==> config.mk <==
export PLATFORM = sky130hd
export DESIGN_NAME = integrator_sequencer_flat
export DESIGN_NICKNAME = d
export VERILOG_FILES = /design/src/rtl/integrator_sequencer_if.sv /design/src/rtl/integrator_sequencer.sv /design/src/flat_wrapper.sv
export SDC_FILE = /design/constraint.sdc
export NUM_CORES = 1
export LEC_CHECK = 0
export BUFFER_PORTS_ARGS = -buffer_cell sky130_fd_sc_hd__buf_2
export CELL_PAD_IN_SITES_DETAIL_PLACEMENT = 0
export CELL_PAD_IN_SITES_GLOBAL_PLACEMENT = 2
export CORE_MARGIN = 2
export CORE_UTILIZATION = 31
export CTS_CLUSTER_SIZE = 8
export DETAILED_ROUTE_END_ITERATION = 7
export PLACE_DENSITY = 0.76
export REMOVE_ABC_BUFFERS = 1
export SYNTH_ARGS = -nofsm -noshare
export SYNTH_HDL_FRONTEND = slang
export SYNTH_SLANG_ARGS = --single-unit
export TNS_END_PERCENT = 30
==> constraint.sdc <==
create_clock -name clock -period 2.1 [get_ports clock]
set_input_delay 0.315 -clock clock [delete_from_list [all_inputs] [get_ports clock]]
set_output_delay 0.315 -clock clock [all_outputs]
set_load 0.005 [all_outputs]
==> src/rtl/integrator_sequencer_if.sv <==
// Control handshake between the integrator sequencer, the sample producer and the
// accumulator datapath. The slave side is the sequencer.
interface integrator_sequencer_if;
  logic       enable;
  logic       clear_req;
  logic       sample_valid;
  logic       sample_ready;
  logic       hold;
  logic       buffer;
  logic       RESET;
  logic       block_done;
  logic [7:0] sample_idx;
  logic [7:0] block_count;

  modport slave (
    input  enable, clear_req, sample_valid,
    output sample_ready, hold, buffer, RESET, block_done, sample_idx, block_count
  );

  modport master (
    output enable, clear_req, sample_valid,
    input  sample_ready, hold, buffer, RESET, block_done, sample_idx, block_count
  );
endinterface

==> src/rtl/integrator_sequencer.sv <==
// Sequences an external accumulator over blocks of block_len samples: loads the
// first sample, adds the rest, and pulses block_done when a block sum is ready.
module integrator_sequencer #(
  parameter int block_len = 4
) (
  input  logic                  clock,
  input  logic                  reset,
  integrator_sequencer_if.slave bus
);
  localparam logic [1:0] CLEAR = 2'd0;
  localparam logic [1:0] IDLE  = 2'd1;
  localparam logic [1:0] ACCUM = 2'd2;
  localparam logic [1:0] DONE  = 2'd3;

  localparam logic [7:0] last_idx = 8'(block_len - 1);

  logic [1:0] state, state_nxt;
  logic [7:0] idx, idx_nxt;
  logic [7:0] count, count_nxt;
  logic       ready, accept;

  assign ready  = ((state == IDLE) || (state == ACCUM)) && bus.enable && !bus.clear_req;
  assign accept = ready && bus.sample_valid;

  assign bus.sample_ready = ready;
  assign bus.hold         = !accept;
  assign bus.buffer       = accept && (state == IDLE);
  assign bus.RESET        = (state == CLEAR);
  assign bus.block_done   = (state == DONE);
  assign bus.sample_idx   = idx;
  assign bus.block_count  = count;

  always_comb begin
    state_nxt = state;
    idx_nxt   = idx;
    count_nxt = count;
    // Soft clear outranks everything, including the count bump in DONE.
    if (bus.clear_req) begin
      state_nxt = CLEAR;
      idx_nxt   = 8'd0;
      count_nxt = 8'd0;
    end else begin
      case (state)
        CLEAR: begin
          state_nxt = IDLE;
          idx_nxt   = 8'd0;
        end
        IDLE: begin
          if (accept) begin
            state_nxt = ACCUM;
            idx_nxt   = 8'd1;
          end
        end
        ACCUM: begin
          if (!bus.enable) begin
            state_nxt = IDLE;
            idx_nxt   = 8'd0;
          end else if (accept) begin
            if (idx == last_idx) begin
              state_nxt = DONE;
              idx_nxt   = 8'd0;
            end else begin
              idx_nxt = idx + 8'd1;
            end
          end
        end
        default: begin
          state_nxt = IDLE;
          count_nxt = count + 8'd1;
        end
      endcase
    end
  end

  always_ff @(posedge clock or negedge reset) begin
    if (!reset) begin
      state <= CLEAR;
      idx   <= 8'd0;
      count <= 8'd0;
    end else begin
      state <= state_nxt;
      idx   <= idx_nxt;
      count <= count_nxt;
    end
  end
endmodule

==> src/flat_wrapper.sv <==
// flat-port wrapper written by rule: the top's interface ports become plain ports
module integrator_sequencer_flat 
#(
  parameter int block_len = 4
)
  (clock, reset, bus_enable, bus_clear_req, bus_sample_valid, bus_sample_ready, bus_hold, bus_buffer, bus_RESET, bus_block_done, bus_sample_idx, bus_block_count);
  integrator_sequencer_if bus_i ();
  input  logic clock;
  input  logic reset;
  input wire logic [$bits(bus_i.enable)-1:0] bus_enable;
  input wire logic [$bits(bus_i.clear_req)-1:0] bus_clear_req;
  input wire logic [$bits(bus_i.sample_valid)-1:0] bus_sample_valid;
  output wire logic [$bits(bus_i.sample_ready)-1:0] bus_sample_ready;
  output wire logic [$bits(bus_i.hold)-1:0] bus_hold;
  output wire logic [$bits(bus_i.buffer)-1:0] bus_buffer;
  output wire logic [$bits(bus_i.RESET)-1:0] bus_RESET;
  output wire logic [$bits(bus_i.block_done)-1:0] bus_block_done;
  output wire logic [$bits(bus_i.sample_idx)-1:0] bus_sample_idx;
  output wire logic [$bits(bus_i.block_count)-1:0] bus_block_count;
  assign bus_i.enable = bus_enable;
  assign bus_i.clear_req = bus_clear_req;
  assign bus_i.sample_valid = bus_sample_valid;
  assign bus_sample_ready = bus_i.sample_ready;
  assign bus_hold = bus_i.hold;
  assign bus_buffer = bus_i.buffer;
  assign bus_RESET = bus_i.RESET;
  assign bus_block_done = bus_i.block_done;
  assign bus_sample_idx = bus_i.sample_idx;
  assign bus_block_count = bus_i.block_count;
  integrator_sequencer #(.block_len(block_len)) u_core (.clock(clock), .reset(reset), .bus(bus_i));
endmodule
## Word level (Yosys, flattened, before mapping)

Cells that the tools add are included.

| operators by class | value |
|---|---|
| add/subtract/negate cells | 2 |
| equality and inequality tests | 8 |
| multiplexer cells | 14 |
| reductions and logical operators | 12 |

Operators by type and width:

| operator | count |
|---|---|
| two-way mux 8 bit | 7 |
| one-hot mux 8 bit (3 select lines) | 1 |
| adder 8 x 1 -> 8 bit (second input constant) | 2 |
| two-way mux 2 bit | 5 |
| equality test 8 x 2 -> 1 bit (second input constant) | 1 |
| AND reduction 3 bit | 2 |
| equality test 2 bit (second input constant) | 2 |
| logical AND 1 bit | 4 |
| inequality test 4 x 3 -> 1 bit (second input constant) | 1 |
| inequality test 4 bit (second input constant) | 1 |
| one-hot mux 2 bit (2 select lines) | 1 |
| nonzero test 4 bit | 1 |
| inequality test 3 x 2 -> 1 bit (second input constant) | 1 |
| OR reduction 3 bit | 1 |
| equality test 2 x 1 -> 1 bit (second input constant) | 1 |
| zero test 1 bit | 2 |
| zero test 2 bit | 1 |
| inequality test 2 x 1 -> 1 bit (second input constant) | 1 |
| logical OR 1 bit | 1 |

| storage, ports and cells | value |
|---|---|
| bits in registers | 18 |
| input port bits | 5 |
| logic and storage cells | 39 |

## Logic depth before layout (Yosys ltp)

| depth | value |
|---|---|
| depth after elaboration | 9 |
| gate-level depth with buffers | 7 |

## Least setup slack after synthesis

Ideal clock, no wire load.

| path | value |
|---|---|
| path type | register -> register |
| start | reg u_core.state[0] |
| end | reg u_core.idx[1], in the netlist u_core.bus.sample_idx[1] |
| data arrival time | 1.553 ns |
| setup slack | 0.414 ns |
| cell stages (with the launch flop) | 8 |
| buffers on the path | 1 |
| period minus slack after synthesis | 1.686 ns |
| cell sequence | dfrtp_1 -> inv_1 -> ha_1 -> and4b_2 -> o32a_1 -> buf_4 -> o211ai_1 -> o31ai_1 |

| between the ends | value |
|---|---|
| longest elaborated chain between the ends | 7 |

Ends and longest elaborated chain:

| what | RTL line | text |
|---|---|---|
| from (decl) | integrator_sequencer.sv:17 | `logic [1:0] state, state_nxt;` |
| from (signal assigned) | integrator_sequencer.sv:81 | `state <= state_nxt;` |
| equality test 2 x 1 -> 1 bit or equality test 2 bit (tied branches) | integrator_sequencer.sv:22, integrator_sequencer.sv:43 |  |
| logical OR 1 bit | integrator_sequencer.sv:22 | `assign ready = ((state == IDLE) \|\| (state == ACCUM)) && bus.enable && !bus.clear_req;` |
| logical AND 1 bit (2 in series) | integrator_sequencer.sv:22 |  |
| logical AND 1 bit | integrator_sequencer.sv:23 | `assign accept = ready && bus.sample_valid;` |
| inequality test 4 x 3 -> 1 bit (no source line) or inequality test 3 x 2 -> 1 bit (tied branches) | - |  |
| AND reduction 3 bit (no source line) | - |  |
| to (signal assigned) | integrator_sequencer.sv:82 | `idx <= idx_nxt;` |
| to (decl) | integrator_sequencer.sv:18 | `logic [7:0] idx, idx_nxt;` |

Parallel ways exist; a longest one is shown, timed or not.
A chain may end at the register's enable or synchronous reset.

## Worst setup path in the final report

| path | value |
|---|---|
| start | reg u_core.state[0] |
| end | out bus_buffer |

| between the ends | value |
|---|---|
| longest elaborated chain between the ends | 6 |

Ends and longest elaborated chain:

| what | RTL line | text |
|---|---|---|
| equality test 2 x 1 -> 1 bit or equality test 2 bit (tied branches) | integrator_sequencer.sv:22, integrator_sequencer.sv:27 |  |
| logical OR 1 bit | integrator_sequencer.sv:22 |  |
| logical AND 1 bit (2 in series) | integrator_sequencer.sv:22 |  |
| logical AND 1 bit | integrator_sequencer.sv:23 |  |
| logical AND 1 bit * | integrator_sequencer.sv:27 | `assign bus.buffer = accept && (state == IDLE);` |
| to (decl) | flat_wrapper.sv:15 | `output wire logic [$bits(bus_i.buffer)-1:0] bus_buffer;` |

Mark *: on every way between the ends. The rest lies on a longest branch, timed or not.

==> flow_summary.json <==
{
  "min_from": "bus_clear_req",
  "min_path_cells": 3,
  "antenna_cells": 0,
  "postRouteAntennaNets": 0,
  "place_hpwl_mm": 1.771,
  "area_delta_synth_final_pct": 19.88,
  "grt_max_degree": 21,
  "slew_violations": 0,
  "routabilityCongestion": 0.7746,
  "die_h_microns": 62.23,
  "drive_gt1_share_pct": 26.52,
  "max_cap_viol_count": 0,
  "cts-root-buf": "clkbuf_4",
  "fin_area_sq_um": 1260,
  "synth_seq_cells": 18,
  "wl_per_cell_microns": 13.63,
  "grt_first_pass_wirelength_mm": 4.250,
  "cts_tree": "done",
  "crit_chain": "inv_1 > ha_1 > and4b_2 > and2_1 > buf_2",
  "antenna_found_initial": 0,
  "outcome": "completed",
  "track_usage_pct": 13.92,
  "min_period_over_period_pct": 91.85,
  "hp-class": "primary input to register",
  "ios": 26,
  "layout_min_cycle_time_ns": 1.929,
  "die_area_sq_um": 3872,
  "routed_via_density": 5.107,
  "arrival_ns": 1.61,
  "ys_types": 37,
  "critPathMaxFanout": 6,
  "timing.fmax_mhz": 518.4,
  "fin_worst_skew_ns": 0.009735,
  "hold_viol_final": 0,
  "setup_viol": 0,
  "cts_buffer_depth": 2,
  "portBuffers": 25,
  "critPathKind": "register to output pin",
  "regToRegSetupSlack_ns": 0.29,
  "cts-buffers-inserted": 3,
  "num_vias": 909,
  "setup.worst_path.end_class": "output pin",
  "start_util_pct": 32.00,
  "crit_path_max_incr_delay_ns": 0.40,
  "layout_common_cells": "buf_2, dfrtp_1, nor2_1",
  "maxSlewHeadroom_pct": 67.89,
  "leakage_nw": 0.6056,
  "die_w_microns": 62.23,
  "yosysWarnings": 0,
  "rr_startpoint": "u_core.state[0]",
  "grt_pass1_vias": 860,
  "clk_pin_slew_ns": 0.11,
  "synth_cells": 105,
  "placed_area_sq_um": 1226,
  "clock_sinks": 18,
  "post_cts_buffers": 0,
  "min_to": "u_core.bus.sample_idx[6]",
  "setup.worst_path.start_class": "register",
  "rsz0062_at_grt": "false",
  "finalSetupTns_ns": 0,
  "hold_slack_ns": 0.4474,
  "cp_top_family": "simple AND/OR/NAND/NOR gates",
  "avgSynthCellArea_sq_um": 10.01,
  "placed_cells": 174,
  "worstRegToRegCells": 6,
  "fp.coreArea_sq_um": 3284,
  "cpMaxStageDelayCell": "dfrtp_1",
  "wl_mm": 2.427,
  "stdcell_count": 178,
  "syn_area_sq_um": 1051,
  "first_pass_iters": 4,
  "drc": 0,
  "crit_buf_inv": 2,
  "power_density_nw_per_um2": 472.2,
  "ir_worst_vdd_uv": 147.4,
  "worstPathRequired_ns": 1.78,
  "cp-startpoint": "u_core.state[0]",
  "tightest_slew_ns": 0.4802,
  "dr.first_iter.drc_count": 55,
  "clk_latency_ns": 0.29,
  "htreeDepth": 1,
  "r2r_end": "u_core.bus.sample_idx[7]",
  "grt_overflow": 0,
  "seq_area_frac_synth_pct": 42.86,
  "layout_commonest_cell": "buf_2",
  "final_nets": 145,
  "num_rows": 21
}
tightest hold or removal path: stages:
cell	delay, ns
buf_2	0.09
buf_4	0.23
a31oi_1	0.06
flip-flops by register name (all words and copies together), names as in the netlist:
register and cells:
u_core.bus.sample_idx 8, u_core.state 2, u_core.bus.block_count 8
worst max-delay path by stage:
stage | end | cells after the start
after floorplan | u_core.bus.sample_idx[4] | 6
after global placement | u_core.bus.sample_idx[4] | 6
after detailed placement | u_core.bus.sample_idx[7] | 6
after CTS | bus_buffer | 5
after global routing | bus_buffer | 5
final | bus_buffer | 5
layer usage:
metal / track usage (%) / vias to the layer above / wire length (microns)
li1: - / 443 / -
met1: 19.01 / 441 / 1212
met2: 21.20 / 23 / 1093
met3: 2.717 / 2 / 93
met4: 6.667 / 0 / 27
met5: 0 / - / 0
power by group:
part           total [mW]  internal, mW  switching, mW
sequential          0.354         0.350        0.00381
clock               0.174        0.0666          0.107
combinational      0.0677        0.0242         0.0435
total               0.595         0.441          0.154
area by class of cell:
class / count / area [sq um]
Sequential cell: 18 / 450.4
Tap cell: 46 / 57.56
Timing Repair Buffer: 27 / 142.6
Inverter: 5 / 18.77
Fill cell: 347 / 2024
Clock buffer: 3 / 22.52
Multi-Input combinational cell: 79 / 568.0
stage by stage:
step / power, mW / setup WS [ns] / util, %
2_1_floorplan: 0.3940 / 0.3847 / -
3_3_place_gp: 0.4262 / 0.2446 / 37.33
3_5_place_dp: 0.4271 / 0.1007 / 37.33
4_1_cts: 0.6047 / 0.1114 / 38.32
5_1_grt: 0.6333 / 0.02103 / 38.36
6_report: 0.5950 / 0.1711 / 38.36
Yosys cell counts (all sizes together):
master,number,share of area [%]
inv,5,1.8
clkbuf,1,0.36
o31ai,3,2.1
and3,4,2.5
nor3,2,0.95
o32ai,2,1.7
and3b,1,0.83
o21ai,1,0.48
a32oi,2,1.7
mux2i,1,0.95
nand3,5,2.4
nor2b,2,1.2
or3,1,0.60
nor4b,1,2.3
ha,6,7.1
o32a,1,0.95
xor2,5,4.2
nand4,2,1.2
o2bb2ai,3,2.5
nand2b,4,2.4
o22ai,3,1.8
o211ai,2,1.4
dfrtp,18,43
and4b,1,1.1
a211oi,1,0.71
nand2,7,3.2
a31oi,1,0.60
buf,2,1.1
a21oi,4,2.3
and4,1,0.83
nor2,9,3.2
xnor2,2,1.7
and2,2,1.2
cell families (layout without fill, tap and decap cells):
logic type	count (synthesis)	after routing	share of synthesized area, %
buf+inv	8	35	3.214
mux	1	1	0.9524
compound gates	23	23	16.19
xor+xnor	7	7	5.833
simple gates	42	42	23.81
fa+ha+maj	6	6	7.143
flops	18	18	42.86
what timing repair did:
action,CTS,global route
hold buffers,1,0
gates resized for setup,0,1
setup endpoints to repair,0,3
endpoints found under the hold margin,18,0
Note: power is estimated with default switching activity, not from simulation.
